### config.mk
export PLATFORM = sky130hd
export DESIGN_NAME = ann_layer_sequencer_flat
export DESIGN_NICKNAME = d
export VERILOG_FILES = /design/src/rtl/ann_layer_sequencer_if.sv /design/src/rtl/ann_layer_sequencer.sv /design/src/flat_wrapper.sv
export SDC_FILE = /design/constraint.sdc
export NUM_CORES = 1
export LEC_CHECK = 0
export CAP_MARGIN = 0
export CORE_MARGIN = 2
export CORE_UTILIZATION = 45
export DETAILED_ROUTE_END_ITERATION = 12
export PLACE_DENSITY = 0.74
export SKIP_CTS_REPAIR_TIMING = 1
export SLEW_MARGIN = 20
export SYNTH_ARGS = -nofsm -noshare
export SYNTH_HDL_FRONTEND = slang
export SYNTH_SLANG_ARGS = --single-unit
### constraint.sdc
create_clock -name clk -period 4.9 [get_ports clk]
set_input_delay 0.98 -clock clk [delete_from_list [all_inputs] [get_ports clk]]
set_output_delay 0.98 -clock clk [all_outputs]
set_load 0.02 [all_outputs]
### src/rtl/ann_layer_sequencer_if.sv
// Handshake bundle between the layer sequencer and the loader / MAC datapath.
// Latency: none, this file only groups wires.
// Backpressure: mac_ready from the datapath stalls the MAC beat stream.
interface ann_layer_sequencer_if #(
    parameter int CNT_W   = 7,
    parameter int LAYER_W = 3
);
    logic               image_weights_loaded;
    logic               coef_loaded;
    logic               mac_ready;
    logic               abort;
    logic               request_coef;
    logic               reset_accum;
    logic               mac_valid;
    logic [CNT_W-1:0]   mac_index;
    logic [CNT_W-1:0]   max_input;
    logic [LAYER_W-1:0] cur_layer;
    logic               load_next;
    logic               done_processing;
    logic               busy;

    // Loader / datapath side: drives the status inputs, consumes the control outputs.
    modport master (
        output image_weights_loaded, coef_loaded, mac_ready, abort,
        input  request_coef, reset_accum, mac_valid, mac_index, max_input,
               cur_layer, load_next, done_processing, busy
    );

    // Sequencer side.
    modport slave (
        input  image_weights_loaded, coef_loaded, mac_ready, abort,
        output request_coef, reset_accum, mac_valid, mac_index, max_input,
               cur_layer, load_next, done_processing, busy
    );
endinterface

### src/rtl/ann_layer_sequencer.sv
// Multi-layer ANN sequencer: per layer request coefs, clear accums, stream MAC beats, load next.
// Latency: start sampled in IDLE gives request_coef next cycle; a layer of N inputs takes N+4 cycles.
// Backpressure: mac_ready low holds mac_index and stretches RUN; coef_loaded low stretches WAIT_COEF.
module ann_layer_sequencer #(
    parameter int NUM_LAYERS = 4,
    parameter int CNT_W      = 7,
    parameter int LAYER_W    = 3,
    parameter logic [NUM_LAYERS*CNT_W-1:0] LAYER_SIZES = {7'd10, 7'd16, 7'd32, 7'd64}
) (
    input  logic                   clk,
    input  logic                   n_rst,
    ann_layer_sequencer_if.slave   bus
);

    typedef enum logic [2:0] {
        S_IDLE        = 3'd0,
        S_REQ_COEF    = 3'd1,
        S_WAIT_COEF   = 3'd2,
        S_START_LAYER = 3'd3,
        S_RUN         = 3'd4,
        S_NEXT_LAYER  = 3'd5,
        S_DONE        = 3'd6
    } state_t;

    localparam logic [LAYER_W-1:0] LAST_LAYER = LAYER_W'(NUM_LAYERS - 1);

    state_t             r_state;
    logic [LAYER_W-1:0] r_cur_layer;
    logic [CNT_W-1:0]   r_cnt;

    state_t             w_state_nxt;
    logic [LAYER_W-1:0] w_layer_nxt;
    logic [CNT_W-1:0]   w_cnt_nxt;
    logic [CNT_W-1:0]   w_max_input;
    logic               w_last_beat;

    // Look up the input count of the current layer; unused layer codes read as empty.
    always_comb begin
        w_max_input = '0;
        for (int l = 0; l < NUM_LAYERS; l++) begin
            if (r_cur_layer == LAYER_W'(l)) begin
                w_max_input = LAYER_SIZES[l*CNT_W +: CNT_W];
            end
        end
    end

    // Only meaningful in RUN, where max_input is known to be non-zero.
    assign w_last_beat = (r_cnt == (w_max_input - CNT_W'(1)));

    // State, layer and input-counter registers.
    always_ff @(posedge clk or negedge n_rst) begin
        if (!n_rst) begin
            r_state     <= S_IDLE;
            r_cur_layer <= '0;
            r_cnt       <= '0;
        end else begin
            r_state     <= w_state_nxt;
            r_cur_layer <= w_layer_nxt;
            r_cnt       <= w_cnt_nxt;
        end
    end

    // Next-state logic; abort outside IDLE overrides every other transition.
    always_comb begin
        w_state_nxt = r_state;
        w_layer_nxt = r_cur_layer;
        w_cnt_nxt   = r_cnt;
        if (bus.abort && (r_state != S_IDLE)) begin
            w_state_nxt = S_IDLE;
            w_layer_nxt = '0;
            w_cnt_nxt   = '0;
        end else begin
            case (r_state)
                S_IDLE: begin
                    if (bus.image_weights_loaded) begin
                        w_state_nxt = S_REQ_COEF;
                    end
                end
                S_REQ_COEF: begin
                    w_state_nxt = S_WAIT_COEF;
                end
                S_WAIT_COEF: begin
                    if (bus.coef_loaded) begin
                        w_state_nxt = S_START_LAYER;
                    end
                end
                S_START_LAYER: begin
                    w_cnt_nxt   = '0;
                    w_state_nxt = (w_max_input == '0) ? S_NEXT_LAYER : S_RUN;
                end
                S_RUN: begin
                    if (bus.mac_ready) begin
                        // The final beat leaves the counter at max_input-1 so it never wraps.
                        if (w_last_beat) begin
                            w_state_nxt = S_NEXT_LAYER;
                        end else begin
                            w_cnt_nxt = r_cnt + CNT_W'(1);
                        end
                    end
                end
                S_NEXT_LAYER: begin
                    if (r_cur_layer == LAST_LAYER) begin
                        w_state_nxt = S_DONE;
                    end else begin
                        w_layer_nxt = r_cur_layer + LAYER_W'(1);
                        w_state_nxt = S_REQ_COEF;
                    end
                end
                S_DONE: begin
                    w_layer_nxt = '0;
                    w_state_nxt = S_IDLE;
                end
                default: begin
                    w_state_nxt = S_IDLE;
                    w_layer_nxt = '0;
                    w_cnt_nxt   = '0;
                end
            endcase
        end
    end

    // Outputs decode from registers only, so none of them depends on an input this cycle.
    always_comb begin
        bus.request_coef    = (r_state == S_REQ_COEF);
        bus.reset_accum     = (r_state == S_START_LAYER);
        bus.mac_valid       = (r_state == S_RUN);
        bus.load_next       = (r_state == S_NEXT_LAYER);
        bus.done_processing = (r_state == S_DONE);
        bus.busy            = (r_state != S_IDLE);
        bus.mac_index       = r_cnt;
        bus.max_input       = w_max_input;
        bus.cur_layer       = r_cur_layer;
    end

endmodule

### src/flat_wrapper.sv
// flat-port wrapper written by rule: the top's interface ports become plain ports
module ann_layer_sequencer_flat 
#(
    parameter int NUM_LAYERS = 4,
    parameter int CNT_W      = 7,
    parameter int LAYER_W    = 3,
    parameter logic [NUM_LAYERS*CNT_W-1:0] LAYER_SIZES = {7'd10, 7'd16, 7'd32, 7'd64}
)
  (clk, n_rst, bus_image_weights_loaded, bus_coef_loaded, bus_mac_ready, bus_abort, bus_request_coef, bus_reset_accum, bus_mac_valid, bus_mac_index, bus_max_input, bus_cur_layer, bus_load_next, bus_done_processing, bus_busy);
  ann_layer_sequencer_if #(.CNT_W(CNT_W), .LAYER_W(LAYER_W)) bus_i ();
  input  logic clk;
  input  logic n_rst;
  input wire logic [$bits(bus_i.image_weights_loaded)-1:0] bus_image_weights_loaded;
  input wire logic [$bits(bus_i.coef_loaded)-1:0] bus_coef_loaded;
  input wire logic [$bits(bus_i.mac_ready)-1:0] bus_mac_ready;
  input wire logic [$bits(bus_i.abort)-1:0] bus_abort;
  output wire logic [$bits(bus_i.request_coef)-1:0] bus_request_coef;
  output wire logic [$bits(bus_i.reset_accum)-1:0] bus_reset_accum;
  output wire logic [$bits(bus_i.mac_valid)-1:0] bus_mac_valid;
  output wire logic [$bits(bus_i.mac_index)-1:0] bus_mac_index;
  output wire logic [$bits(bus_i.max_input)-1:0] bus_max_input;
  output wire logic [$bits(bus_i.cur_layer)-1:0] bus_cur_layer;
  output wire logic [$bits(bus_i.load_next)-1:0] bus_load_next;
  output wire logic [$bits(bus_i.done_processing)-1:0] bus_done_processing;
  output wire logic [$bits(bus_i.busy)-1:0] bus_busy;
  assign bus_i.image_weights_loaded = bus_image_weights_loaded;
  assign bus_i.coef_loaded = bus_coef_loaded;
  assign bus_i.mac_ready = bus_mac_ready;
  assign bus_i.abort = bus_abort;
  assign bus_request_coef = bus_i.request_coef;
  assign bus_reset_accum = bus_i.reset_accum;
  assign bus_mac_valid = bus_i.mac_valid;
  assign bus_mac_index = bus_i.mac_index;
  assign bus_max_input = bus_i.max_input;
  assign bus_cur_layer = bus_i.cur_layer;
  assign bus_load_next = bus_i.load_next;
  assign bus_done_processing = bus_i.done_processing;
  assign bus_busy = bus_i.busy;
  ann_layer_sequencer #(.NUM_LAYERS(NUM_LAYERS), .CNT_W(CNT_W), .LAYER_W(LAYER_W), .LAYER_SIZES(LAYER_SIZES)) u_core (.clk(clk), .n_rst(n_rst), .bus(bus_i));
endmodule
## Word level (Yosys, flattened, before mapping)

Cells that the tools add are included.
W data, S select, Z words.

| operators by class | value |
|---|---|
| add/sub/neg operators | 3 |
| multiply operators | 0 |
| divide/modulo/power cells | 0 |
| magnitude comparators | 0 |
| equal/unequal tests | 18 |
| shift-type cells | 0 |
| muxes and demuxes | 19 |
| bitwise gates (word level) | 0 |
| reduce and logical (&&, ||, !) cells | 10 |

Operators with widths:

| cell | number |
|---|---|
| $mux W7 | 7 |
| $mux W3 | 8 |
| $pmux W3 S6 | 1 |
| $pmux W7 S2 | 1 |
| $eq A3 B2 Y1 const B | 4 |
| $ne A3 B2 Y1 const B | 4 |
| $reduce_or A5 Y1 | 2 |
| $eq A3 B3 Y1 const B | 3 |
| $add A7 B1 Y7 const B | 1 |
| $eq A7 B7 Y1 | 1 |
| $logic_not A7 Y1 | 1 |
| $sub A7 B1 Y7 const B | 1 |
| $eq A3 B1 Y1 const B | 2 |
| $logic_not A3 Y1 | 2 |
| $pmux W3 S2 | 1 |
| $ne A2 B1 Y1 const B | 2 |
| $reduce_and A4 Y1 | 1 |
| $add A3 B1 Y3 const B | 1 |
| $ne A3 B1 Y1 const B | 1 |
| $ne A3 B3 Y1 const B | 1 |
| $reduce_and A3 Y1 | 1 |
| $reduce_bool A3 Y1 | 1 |
| $reduce_and A2 Y1 | 1 |
| $logic_and A1 B1 Y1 | 1 |
| $mux W1 | 1 |

| storage, ports and cells | value |
|---|---|
| register bits after elaboration | 13 |
| latch bits | 0 |
| bits in writable memories | 0 |
| ROM bits | 0 |
| bits of input ports | 6 |
| output and inout bits | 23 |
| word-level logic and storage cells | 53 |
| memories | 0 |

## Logic depth before layout (Yosys ltp)

Gate-level depths: netlist (run 1).

| logic depth | value |
|---|---|
| depth in word-level cells | 11 |
| gate-level depth with buffers | 9 |
| gate-level depth less buffers | 7 |

## Worst setup path before layout (run 1)

OpenSTA, ideal clock, no wires.

| path | value |
|---|---|
| path kind | flip-flop to flip-flop |
| from | register u_core.r_cur_layer[2], in the netlist u_core.bus.cur_layer[2] |
| to | register u_core.r_cnt[2], in the netlist u_core.bus.mac_index[2] |
| library setup time | 0.124 ns |
| arrival time | 2.785 ns |
| data required time | 4.776 ns |
| setup slack | 1.991 ns |
| stages on the path, launching flop included | 10 |
| path buffers | 2 |
| period minus slack after synthesis | 2.909 ns |
| cell sequence | dfrtp_1 buf_4 inv_1 ha_1 nor4b_4 mux2_4 o311ai_4 buf_6 a21oi_1 a211o_1 |

| on the way | value |
|---|---|
| elaborated cells on any way between the ends | 12 |
| those cells by class | 1 x add/sub; 5 x eq/ne; 4 x mux; 2 x reduce/logical |

RTL lines:

| element | RTL line | text |
|---|---|---|
| start, declared | ann_layer_sequencer.sv:28 | `logic [LAYER_W-1:0] r_cur_layer;` |
| start signal, assigned | ann_layer_sequencer.sv:58 | `r_cur_layer <= w_layer_nxt;` |
| $eq A3 B1 Y1 | ann_layer_sequencer.sv:41 | `if (r_cur_layer == LAYER_W'(l)) begin` |
| $mux W7 (2 in a row) | ann_layer_sequencer.sv:41 |  |
| $mux W7 (*) | ann_layer_sequencer.sv:41 |  |
| via bus_max_input[1] | flat_wrapper.sv:21 | `output wire logic [$bits(bus_i.max_input)-1:0] bus_max_input;` |
| $sub A7 B1 Y7 (*) | ann_layer_sequencer.sv:48 | `assign w_last_beat = (r_cnt == (w_max_input - CNT_W'(1)));` |
| $eq A7 B7 Y1 (*) | ann_layer_sequencer.sv:48 |  |
| $ne A3 B3 Y1 (no source line) (*) | -- |  |
| $reduce_and A3 Y1 (no source line) (*) | -- |  |
| end signal, assigned | ann_layer_sequencer.sv:59 | `r_cnt <= w_cnt_nxt;` |
| end, declared | ann_layer_sequencer.sv:29 | `logic [CNT_W-1:0] r_cnt;` |

Mark *: on every way through the listed nets, which the timed path passes. The rest lies on a longest branch.
A chain may end at the register's enable or synchronous reset.

## Worst setup path after layout (run 1)

| path | value |
|---|---|
| from | register u_core.r_cur_layer[2], in the netlist u_core.bus.cur_layer[2] |
| to | output bus_max_input[5] |

| on the way | value |
|---|---|
| longest elaborated chain between the ends | 4 |
| elaborated cells on any way between the ends | 6 |
| those cells by class | 3 x eq/ne; 3 x mux |

Ends and longest elaborated chain:

| element | RTL line |
|---|---|
| $eq A3 B1 Y1 | ann_layer_sequencer.sv:41 |
| $mux W7 (2 in a row) | ann_layer_sequencer.sv:41 |
| $mux W7 (*) | ann_layer_sequencer.sv:41 |
| end, declared | flat_wrapper.sv:21 |

Mark *: on every way between the ends. The rest lies on a longest branch, timed or not.

==> impl_metrics.prom, run 1 <==
# TYPE chip_impl_metric gauge
chip_impl_metric{name="powerDensity",unit="mW/mm²"} 353
chip_impl_metric{name="tns",unit="ps"} 0
chip_impl_metric{name="fraction_of_layout_instances_using_a_drive_strength_above_1",unit="%"} 6.41
chip_impl_metric{name="detailroute.wirelength.met2",unit="mm"} 1.27
chip_impl_metric{name="synthXorXnorAreaFrac",unit="%"} 1.55
chip_impl_metric{name="share_of_the_core_filled_with_cells",unit="%"} 57.1
chip_impl_metric{name="netlist_instances",unit=""} 136
chip_impl_metric{name="cts_htree_levels",unit=""} 1
chip_impl_metric{name="ant_nets",unit=""} 0
chip_impl_metric{name="layout_min_cycle_time",unit="ps"} 3380
chip_impl_metric{name="finalWirelength",unit="mm"} 2.65
chip_impl_metric{name="synth_cell_types",unit=""} 42
chip_impl_metric{name="cts.path.max_buffers",unit=""} 2
chip_impl_metric{name="grt_pass1_vias",unit=""} 974
chip_impl_metric{name="timing.critical_path.arrival",unit="ps"} 2400
chip_impl_info{name="synth_ff_type",value="sky130_fd_sc_hd__dfrtp_1"} 1
chip_impl_info{name="timing_worst_setup_path_type",value="reg2out"} 1
chip_impl_metric{name="gp_congestion",unit=""} 0.874
chip_impl_metric{name="post_drt_wl_per_cell",unit="µm"} 14.3
chip_impl_metric{name="fp.dieArea",unit="mm²"} 0.00292
chip_impl_metric{name="place_hpwl",unit="mm"} 1.94
chip_impl_info{name="end_kind",value="primary output"} 1
chip_impl_metric{name="timing.final.max_slew_violations",unit=""} 0
chip_impl_metric{name="clock-sinks",unit=""} 13
chip_impl_metric{name="finalHoldViolCount",unit=""} 0
chip_impl_metric{name="slew_headroom",unit="%"} 40.4
chip_impl_metric{name="clock_latency",unit="ps"} 280
chip_impl_metric{name="post_synth_instance_area",unit="mm²"} 0.00113
chip_impl_metric{name="portBuffers",unit=""} 26
chip_impl_metric{name="detailed_place.area",unit="mm²"} 0.00136
chip_impl_metric{name="route.met3.wl",unit="µm"} 184
chip_impl_info{name="timing.critical_path.cells",value="inv_1 -> ha_1 -> nor4b_4 -> clkdlybuf4s50_1"} 1
chip_impl_metric{name="yosysWarningCount",unit=""} 0
chip_impl_metric{name="cp_max_fo",unit=""} 12
chip_impl_metric{name="post_layout_cell_count",unit=""} 186
chip_impl_metric{name="critical_path_required",unit="ps"} 3920
chip_impl_metric{name="synthAdderAreaFrac",unit="%"} 6.66
chip_impl_metric{name="drt_via_density",unit=""} 5.82
chip_impl_info{name="worstSetupStartpointType",value="flip-flop"} 1
chip_impl_metric{name="async_flop_share",unit="%"} 100
chip_impl_metric{name="number_of_enable_type_register_cells_in_the_synthesized_netlist",unit=""} 0
chip_impl_info{name="clock-root-buffer",value="sky130_fd_sc_hd__clkbuf_4"} 1
chip_impl_info{name="run_status",value="finished clean"} 1
chip_impl_metric{name="fin_total_pwr",unit="mW"} 0.491
chip_impl_metric{name="fp.dieH",unit="µm"} 54.1
chip_impl_metric{name="drt_first_iter_violations",unit=""} 42
chip_impl_metric{name="leakagePower",unit="nW"} 0.558
chip_impl_metric{name="yosys_register_bits",unit=""} 13
chip_impl_metric{name="number_of_violations_of_the_max_capacitance_limit",unit=""} 0
chip_impl_metric{name="max-vdd-ir-drop",unit="mV"} 0.274
chip_impl_metric{name="timing.critical_path.slowest_cell_delay",unit="ps"} 670
chip_impl_metric{name="initial_core_util",unit="%"} 46.3
chip_impl_info{name="rsz0062_at_grt",value="no"} 1
chip_impl_metric{name="max_freq",unit="MHz"} 296
chip_impl_info{name="combinational_family_with_the_most_area_after_synthesis",value="simple AND/OR/NAND/NOR gates"} 1
chip_impl_info{name="slowest_stage",value="sky130_fd_sc_hd__clkdlybuf4s50_1"} 1
chip_impl_metric{name="layout_worst_path_cycle_share",unit="%"} 69.1
chip_impl_metric{name="yosysSeqAreaShare",unit="%"} 28.9
chip_impl_metric{name="mux_cell_area_share_after_synthesis",unit="%"} 1.33
chip_impl_metric{name="synthToLayoutAreaGrowth",unit="%"} 23.2
chip_impl_metric{name="layout.filler_cells",unit=""} 219
chip_impl_metric{name="clk_transition_reported_paths",unit="ps"} 90
chip_impl_metric{name="detail_route.first_pass.iterations",unit=""} 4
chip_impl_metric{name="worstMarginPinSlew",unit="ps"} 891
chip_impl_metric{name="numPlacedInstances",unit=""} 182
chip_impl_metric{name="globalRouteTotalUtil",unit="%"} 20.2
chip_impl_metric{name="remaining_drc_errors",unit=""} 0
chip_impl_metric{name="std_cell_rows",unit=""} 18
chip_impl_metric{name="area_of_the_multi_input_gates",unit="µm²"} 717
chip_impl_metric{name="coreArea",unit="mm²"} 0.00243
chip_impl_metric{name="cts_buffers",unit=""} 3
chip_impl_metric{name="yosys.area_share.simple",unit="%"} 29.7
chip_impl_metric{name="num_antenna_cells",unit=""} 0
chip_impl_metric{name="fp.dieW",unit="µm"} 54.1
chip_impl_metric{name="compound_cell_area_share_of_the_yosys_netlist",unit="%"} 23.6
chip_impl_metric{name="grt_antenna_before_repair",unit=""} 0
chip_impl_metric{name="nNetsFinal",unit=""} 169
chip_impl_info{name="cts_tree",value="done"} 1
chip_impl_metric{name="met1Wirelength",unit="mm"} 1.19
chip_impl_metric{name="layout.area.seq",unit="µm²"} 325
chip_impl_metric{name="grt_start_max_net_pins",unit=""} 17
chip_impl_info{name="top_metal_used",value="met4"} 1
chip_impl_metric{name="synth_area_per_cell",unit="µm²"} 8.29
chip_impl_metric{name="vias",unit=""} 1082
chip_impl_info{name="min-delay-path-class",value="reg2reg"} 1
chip_impl_metric{name="grt-ovfl-total",unit=""} 0
chip_impl_metric{name="top_level_i_o_count",unit=""} 29
chip_impl_metric{name="global_route_wire_length_before_repair",unit="mm"} 4.33
chip_impl_metric{name="setup-violations-final",unit=""} 0
chip_impl_metric{name="finish.instance_area",unit="mm²"} 0.00139
chip_impl_metric{name="clock_tree_skew_after_final_layout",unit="ps"} 1.19
-- area by class of cell --
class | instances | share of cell area, %
Sequential cell | 13 | 23.4
Clock buffer | 4 | 1.89
Inverter | 6 | 1.62
Tap cell | 30 | 2.70
Timing Repair Buffer | 26 | 18.7
Multi-Input combinational cell | 107 | 51.6
-- power by group --
| part | internal [mW] | total, mW | switching (mW) |
|---|---|---|---|
| Sequential | 0.123 | 0.174 | 0.0509 |
| Combinational | 0.111 | 0.246 | 0.135 |
| Clock | 0.0316 | 0.0705 | 0.0389 |
-- metal layers --
layer  vias up  global-route usage, %
met1       501                   25.7
met2        52                   34.3
met3         2                   6.39
met5         -                      0
li1        527                      -
met4         0                   2.50
-- state kept, by name (all words and copies together) (netlist names) --
signal and flops:
u_core.bus.cur_layer 3, u_core.bus.mac_index 7, u_core.r_state 3
-- worst max-delay path, delay by kind of cell (launching register included) --
family | cells | cell delay (ps)
AND/OR/NAND/NOR | 1 | 410
buffers and inverters | 2 | 760
adder cells (fa/ha/maj) | 1 | 330
flip-flops | 1 | 610
-- per-stage QoR --
| stage | setup slack, ps | hold WS [ps] |
|---|---|---|
| final | 1520 | 606 |
| after global routing | 1360 | 656 |
| after CTS | 1510 | 606 |
| after detailed placement | 1780 | 590 |
| after global placement | 1890 | 573 |
| after floorplan | 1990 | 609 |
-- cells in the mapped netlist (2+ instances only) --
| library cell | count | area, µm² |
|---|---|---|
| sky130_fd_sc_hd__clkbuf_1 | 4 | 15.0 |
| sky130_fd_sc_hd__nor2_1 | 9 | 33.8 |
| sky130_fd_sc_hd__nor2b_1 | 2 | 12.5 |
| sky130_fd_sc_hd__o21ai_0 | 2 | 10.0 |
| sky130_fd_sc_hd__nand3_1 | 3 | 15.0 |
| sky130_fd_sc_hd__buf_2 | 2 | 10.0 |
| sky130_fd_sc_hd__and2_1 | 4 | 25.0 |
| sky130_fd_sc_hd__o22ai_1 | 2 | 12.5 |
| sky130_fd_sc_hd__dfrtp_1 | 13 | 325 |
| sky130_fd_sc_hd__nor3_1 | 7 | 35.0 |
| sky130_fd_sc_hd__and3_1 | 4 | 25.0 |
| sky130_fd_sc_hd__inv_1 | 6 | 22.5 |
| sky130_fd_sc_hd__o211ai_1 | 2 | 15.0 |
| sky130_fd_sc_hd__a41o_1 | 2 | 20.0 |
| sky130_fd_sc_hd__a21oi_1 | 12 | 60.1 |
| sky130_fd_sc_hd__a21o_1 | 2 | 15.0 |
| sky130_fd_sc_hd__o311ai_2 | 2 | 32.5 |
| sky130_fd_sc_hd__nand2b_1 | 3 | 18.8 |
| sky130_fd_sc_hd__or3_1 | 3 | 18.8 |
| sky130_fd_sc_hd__xnor2_1 | 2 | 17.5 |
| sky130_fd_sc_hd__nand2_1 | 20 | 75.1 |
| sky130_fd_sc_hd__a31oi_1 | 2 | 12.5 |
| sky130_fd_sc_hd__buf_4 | 4 | 30.0 |
| sky130_fd_sc_hd__ha_1 | 6 | 75.1 |
-- layout by cell type (no fill, tap or decap), types with 2 or more instances in the layout --
master,count
sky130_fd_sc_hd__nor2b_1,2
sky130_fd_sc_hd__inv_1,6
sky130_fd_sc_hd__dfrtp_1,13
sky130_fd_sc_hd__conb_1,2
sky130_fd_sc_hd__a41o_1,2
sky130_fd_sc_hd__and3_1,4
sky130_fd_sc_hd__xnor2_1,2
sky130_fd_sc_hd__clkbuf_4,3
sky130_fd_sc_hd__a21o_1,2
sky130_fd_sc_hd__o211ai_1,2
sky130_fd_sc_hd__o22ai_1,2
sky130_fd_sc_hd__ha_1,6
sky130_fd_sc_hd__a21oi_1,12
sky130_fd_sc_hd__and2_1,4
sky130_fd_sc_hd__nand2b_1,3
sky130_fd_sc_hd__nor3_1,7
sky130_fd_sc_hd__nor2_1,9
sky130_fd_sc_hd__o311ai_2,2
sky130_fd_sc_hd__or3_1,3
sky130_fd_sc_hd__o21ai_0,2
sky130_fd_sc_hd__clkdlybuf4s50_1,26
sky130_fd_sc_hd__nand3_1,3
sky130_fd_sc_hd__a31oi_1,2
sky130_fd_sc_hd__nand2_1,20
-- cell families (layout without fill, tap and decap cells) --
logic type,count (synthesis),in the layout
AND/OR/NAND/NOR,62,62
AO/OA/AOI/OAI,34,34
buffers and inverters,17,36
XOR/XNOR,2,2
adder cells (fa/ha/maj),6,6
multiplexers,1,1
flip-flops,13,13
other,1,2
-- path summary, 6_finish.rpt --
| path | startpoint | endpoint | slack [ps] | depth (start not counted) |
|---|---|---|---|---|
| setup / recovery | u_core.bus.cur_layer[2] | bus_max_input[5] | 1520 | 4 |
| hold / removal | u_core.bus.cur_layer[0] | u_core.bus.cur_layer[0] | 610 | 1 |
| setup reg to reg | u_core.bus.cur_layer[2] | u_core.bus.mac_index[4] | 1960 | 7 |
| hold reg to reg | u_core.bus.cur_layer[0] | u_core.bus.cur_layer[0] | 610 | 1 |
| max in group asynchronous | n_rst | u_core.bus.mac_index[2] | 3440 | 1 |
| min in group asynchronous | n_rst | u_core.bus.cur_layer[2] | 1070 | 1 |
(Power assumes the default switching activity.)
==> inputs of run 2 (changes only) <==
- clock period: 4.9 -> 3.36 ns (I/O delays scaled with it)
==> run 2 against run 1 <==
Global-route usage is 1.1 points higher. Critical path depth stayed put. Clock power is 43% higher. Combinational power is 47% higher. Die area stayed put. Final cell count is 0.54% higher. Sequential share of layout area is 0.13 points lower.
==> impl_metrics.prom, run 2 (synthesized netlist as in run 1, its figures left out) <==
# TYPE chip_impl_metric gauge
chip_impl_metric{name="setup-violations-final",unit=""} 0
chip_impl_metric{name="timing.final.max_slew_violations",unit=""} 0
chip_impl_info{name="slowest_stage",value="sky130_fd_sc_hd__clkdlybuf4s50_1"} 1
chip_impl_info{name="min-delay-path-class",value="reg2reg"} 1
chip_impl_metric{name="finalHoldViolCount",unit=""} 0
chip_impl_metric{name="synthToLayoutAreaGrowth",unit="%"} 23.9
chip_impl_info{name="gr-max-usage-layer",value="met2"} 1
chip_impl_metric{name="detail_route.first_pass.iterations",unit=""} 4
chip_impl_metric{name="fraction_of_layout_instances_using_a_drive_strength_above_1",unit="%"} 7.01
chip_impl_metric{name="fp.dieW",unit="µm"} 54.1
chip_impl_metric{name="powerDensity",unit="mW/mm²"} 512
chip_impl_metric{name="met2_usage",unit="%"} 36.4
chip_impl_metric{name="layout_worst_path_cycle_share",unit="%"} 91.7
chip_impl_metric{name="share_of_the_core_filled_with_cells",unit="%"} 57.4
chip_impl_metric{name="leakagePower",unit="nW"} 0.564
chip_impl_metric{name="num_antenna_cells",unit=""} 0
chip_impl_metric{name="layout_min_cycle_time",unit="ps"} 3080
chip_impl_metric{name="vias",unit=""} 1084
chip_impl_info{name="final_cell_mix",value="26 x sky130_fd_sc_hd__clkdlybuf4s50_1, 20 x sky130_fd_sc_hd__nand2_1, 13 x sky130_fd_sc_hd__dfrtp_1"} 1
chip_impl_metric{name="grt_pass1_vias",unit=""} 1022
chip_impl_metric{name="grt-ovfl-total",unit=""} 0
chip_impl_metric{name="timing.critical_path.arrival",unit="ps"} 2410
chip_impl_metric{name="max_reg_flops",unit=""} 7
chip_impl_metric{name="grt_start_max_net_pins",unit=""} 17
chip_impl_metric{name="numPlacedInstances",unit=""} 183
chip_impl_metric{name="finalWirelength",unit="mm"} 2.70
chip_impl_metric{name="grt_use_met1",unit="%"} 27.4
chip_impl_metric{name="grt_util_met3",unit="%"} 3.89
chip_impl_metric{name="place_hpwl",unit="mm"} 2.00
chip_impl_metric{name="worstMarginPinSlew",unit="ps"} 893
chip_impl_metric{name="clock_tree_skew_after_final_layout",unit="ps"} 2.52
chip_impl_metric{name="top_level_i_o_count",unit=""} 29
chip_impl_metric{name="initial_core_util",unit="%"} 46.3
chip_impl_info{name="end_kind",value="primary output"} 1
chip_impl_metric{name="remaining_drc_errors",unit=""} 0
chip_impl_metric{name="tns",unit="ps"} 0
chip_impl_info{name="timing.critical_path.cells",value="inv_1 -> ha_1 -> nor4b_4 -> clkdlybuf4s50_1"} 1
chip_impl_info{name="clock-root-buffer",value="sky130_fd_sc_hd__clkbuf_4"} 1
chip_impl_info{name="rsz0062_at_grt",value="no"} 1
chip_impl_metric{name="portBuffers",unit=""} 26
chip_impl_metric{name="clock-sinks",unit=""} 13
chip_impl_metric{name="timing.critical_path.slowest_cell_delay",unit="ps"} 680
chip_impl_info{name="run_status",value="finished clean"} 1
chip_impl_metric{name="place_ws",unit="ps"} 494
chip_impl_metric{name="cp_max_fo",unit=""} 12
chip_impl_info{name="cts_tree",value="done"} 1
chip_impl_metric{name="nNetsFinal",unit=""} 170
chip_impl_metric{name="max-vdd-ir-drop",unit="mV"} 0.383
chip_impl_metric{name="fp.dieArea",unit="mm²"} 0.00292
chip_impl_metric{name="globalRouteTotalUtil",unit="%"} 21.3
chip_impl_metric{name="detailed_place.area",unit="mm²"} 0.00137
chip_impl_metric{name="critical_path_required",unit="ps"} 2690
chip_impl_metric{name="drt_via_density",unit=""} 5.80
chip_impl_metric{name="finish.instance_area",unit="mm²"} 0.00140
chip_impl_metric{name="cts_buffers",unit=""} 3
chip_impl_metric{name="global_route_wire_length_before_repair",unit="mm"} 4.64
chip_impl_metric{name="coreArea",unit="mm²"} 0.00243
chip_impl_metric{name="gp_congestion",unit=""} 0.839
chip_impl_metric{name="slew_headroom",unit="%"} 40.3
chip_impl_info{name="mostFrequentLayoutCell",value="sky130_fd_sc_hd__clkdlybuf4s50_1"} 1
chip_impl_metric{name="postLayoutSetupSlackWorst",unit="ps"} 280
chip_impl_metric{name="ant_nets",unit=""} 0
chip_impl_metric{name="cts.path.max_buffers",unit=""} 2
chip_impl_metric{name="post_layout_cell_count",unit=""} 187
chip_impl_metric{name="std_cell_rows",unit=""} 18
chip_impl_metric{name="drt_first_iter_violations",unit=""} 16
chip_impl_metric{name="number_of_violations_of_the_max_capacitance_limit",unit=""} 0
chip_impl_info{name="worstSetupStartpointType",value="flip-flop"} 1
chip_impl_info{name="timing_worst_setup_path_type",value="reg2out"} 1
chip_impl_metric{name="post_drt_wl_per_cell",unit="µm"} 14.4
chip_impl_metric{name="grt_antenna_before_repair",unit=""} 0
chip_impl_metric{name="cts_htree_levels",unit=""} 1
chip_impl_metric{name="clk_transition_reported_paths",unit="ps"} 90
chip_impl_metric{name="max_freq",unit="MHz"} 325
chip_impl_metric{name="clock_latency",unit="ps"} 270
chip_impl_metric{name="fp.dieH",unit="µm"} 54.1
==> run 2: cell count changes in the layout (fill, tap and decap cells not counted), sizes merged <==
| cell | before | now |
|---|---|---|
| buf | 0 | 1 |
==> run 2: worst max-delay path, delay by kind of cell (launching register included) <==
kind	cells	cell delay, ps
adder cells (fa/ha/maj)	1	330
buffers and inverters	2	770
flip-flops	1	600
AND/OR/NAND/NOR	1	430
==> run 2: power by group <==
part           leakage [nW]  total (mW)  switching, mW  internal, mW
sequential            0.177       0.251         0.0719         0.180
combinational         0.372       0.362          0.198         0.163
clock                0.0150       0.101         0.0554        0.0460
==> run 2: final timing paths <==
kind                                          from                       to  slack, ps  cells after the start
min reg2reg                u_core.bus.cur_layer[0]  u_core.bus.cur_layer[0]        600                      1
max                        u_core.bus.cur_layer[2]         bus_max_input[5]        280                      4
max in group asynchronous                    n_rst  u_core.bus.cur_layer[1]       2170                      1
min in group asynchronous                    n_rst  u_core.bus.mac_index[2]        780                      1
max reg2reg                u_core.bus.cur_layer[2]  u_core.bus.mac_index[5]        480                      7
min                        u_core.bus.cur_layer[0]  u_core.bus.cur_layer[0]        600                      1
==> run 2: stage by stage <==
stage,power (mW),hold slack (ps)
finish,0.714,597
global route,0.772,642
CTS,0.719,599
detailed placement,0.616,582
global placement,0.613,562
floorplan,0.490,376
==> run 2: routing by layer <==
layer / routed length (µm) / vias to the layer above
li1: - / 528
met1: 1250 / 528
met2: 1310 / 26
met3: 132 / 2
met4: 8 / 0
met5: 0 / -
==> run 2: cell type report <==
class | count | area (µm²)
sequential | 13 | 325
clock buffer | 4 | 26.3
timing repair buffer | 27 | 268
fill | 229 | 1040
inverter | 6 | 22.5
multi-input combinational | 107 | 717
tap | 30 | 37.5
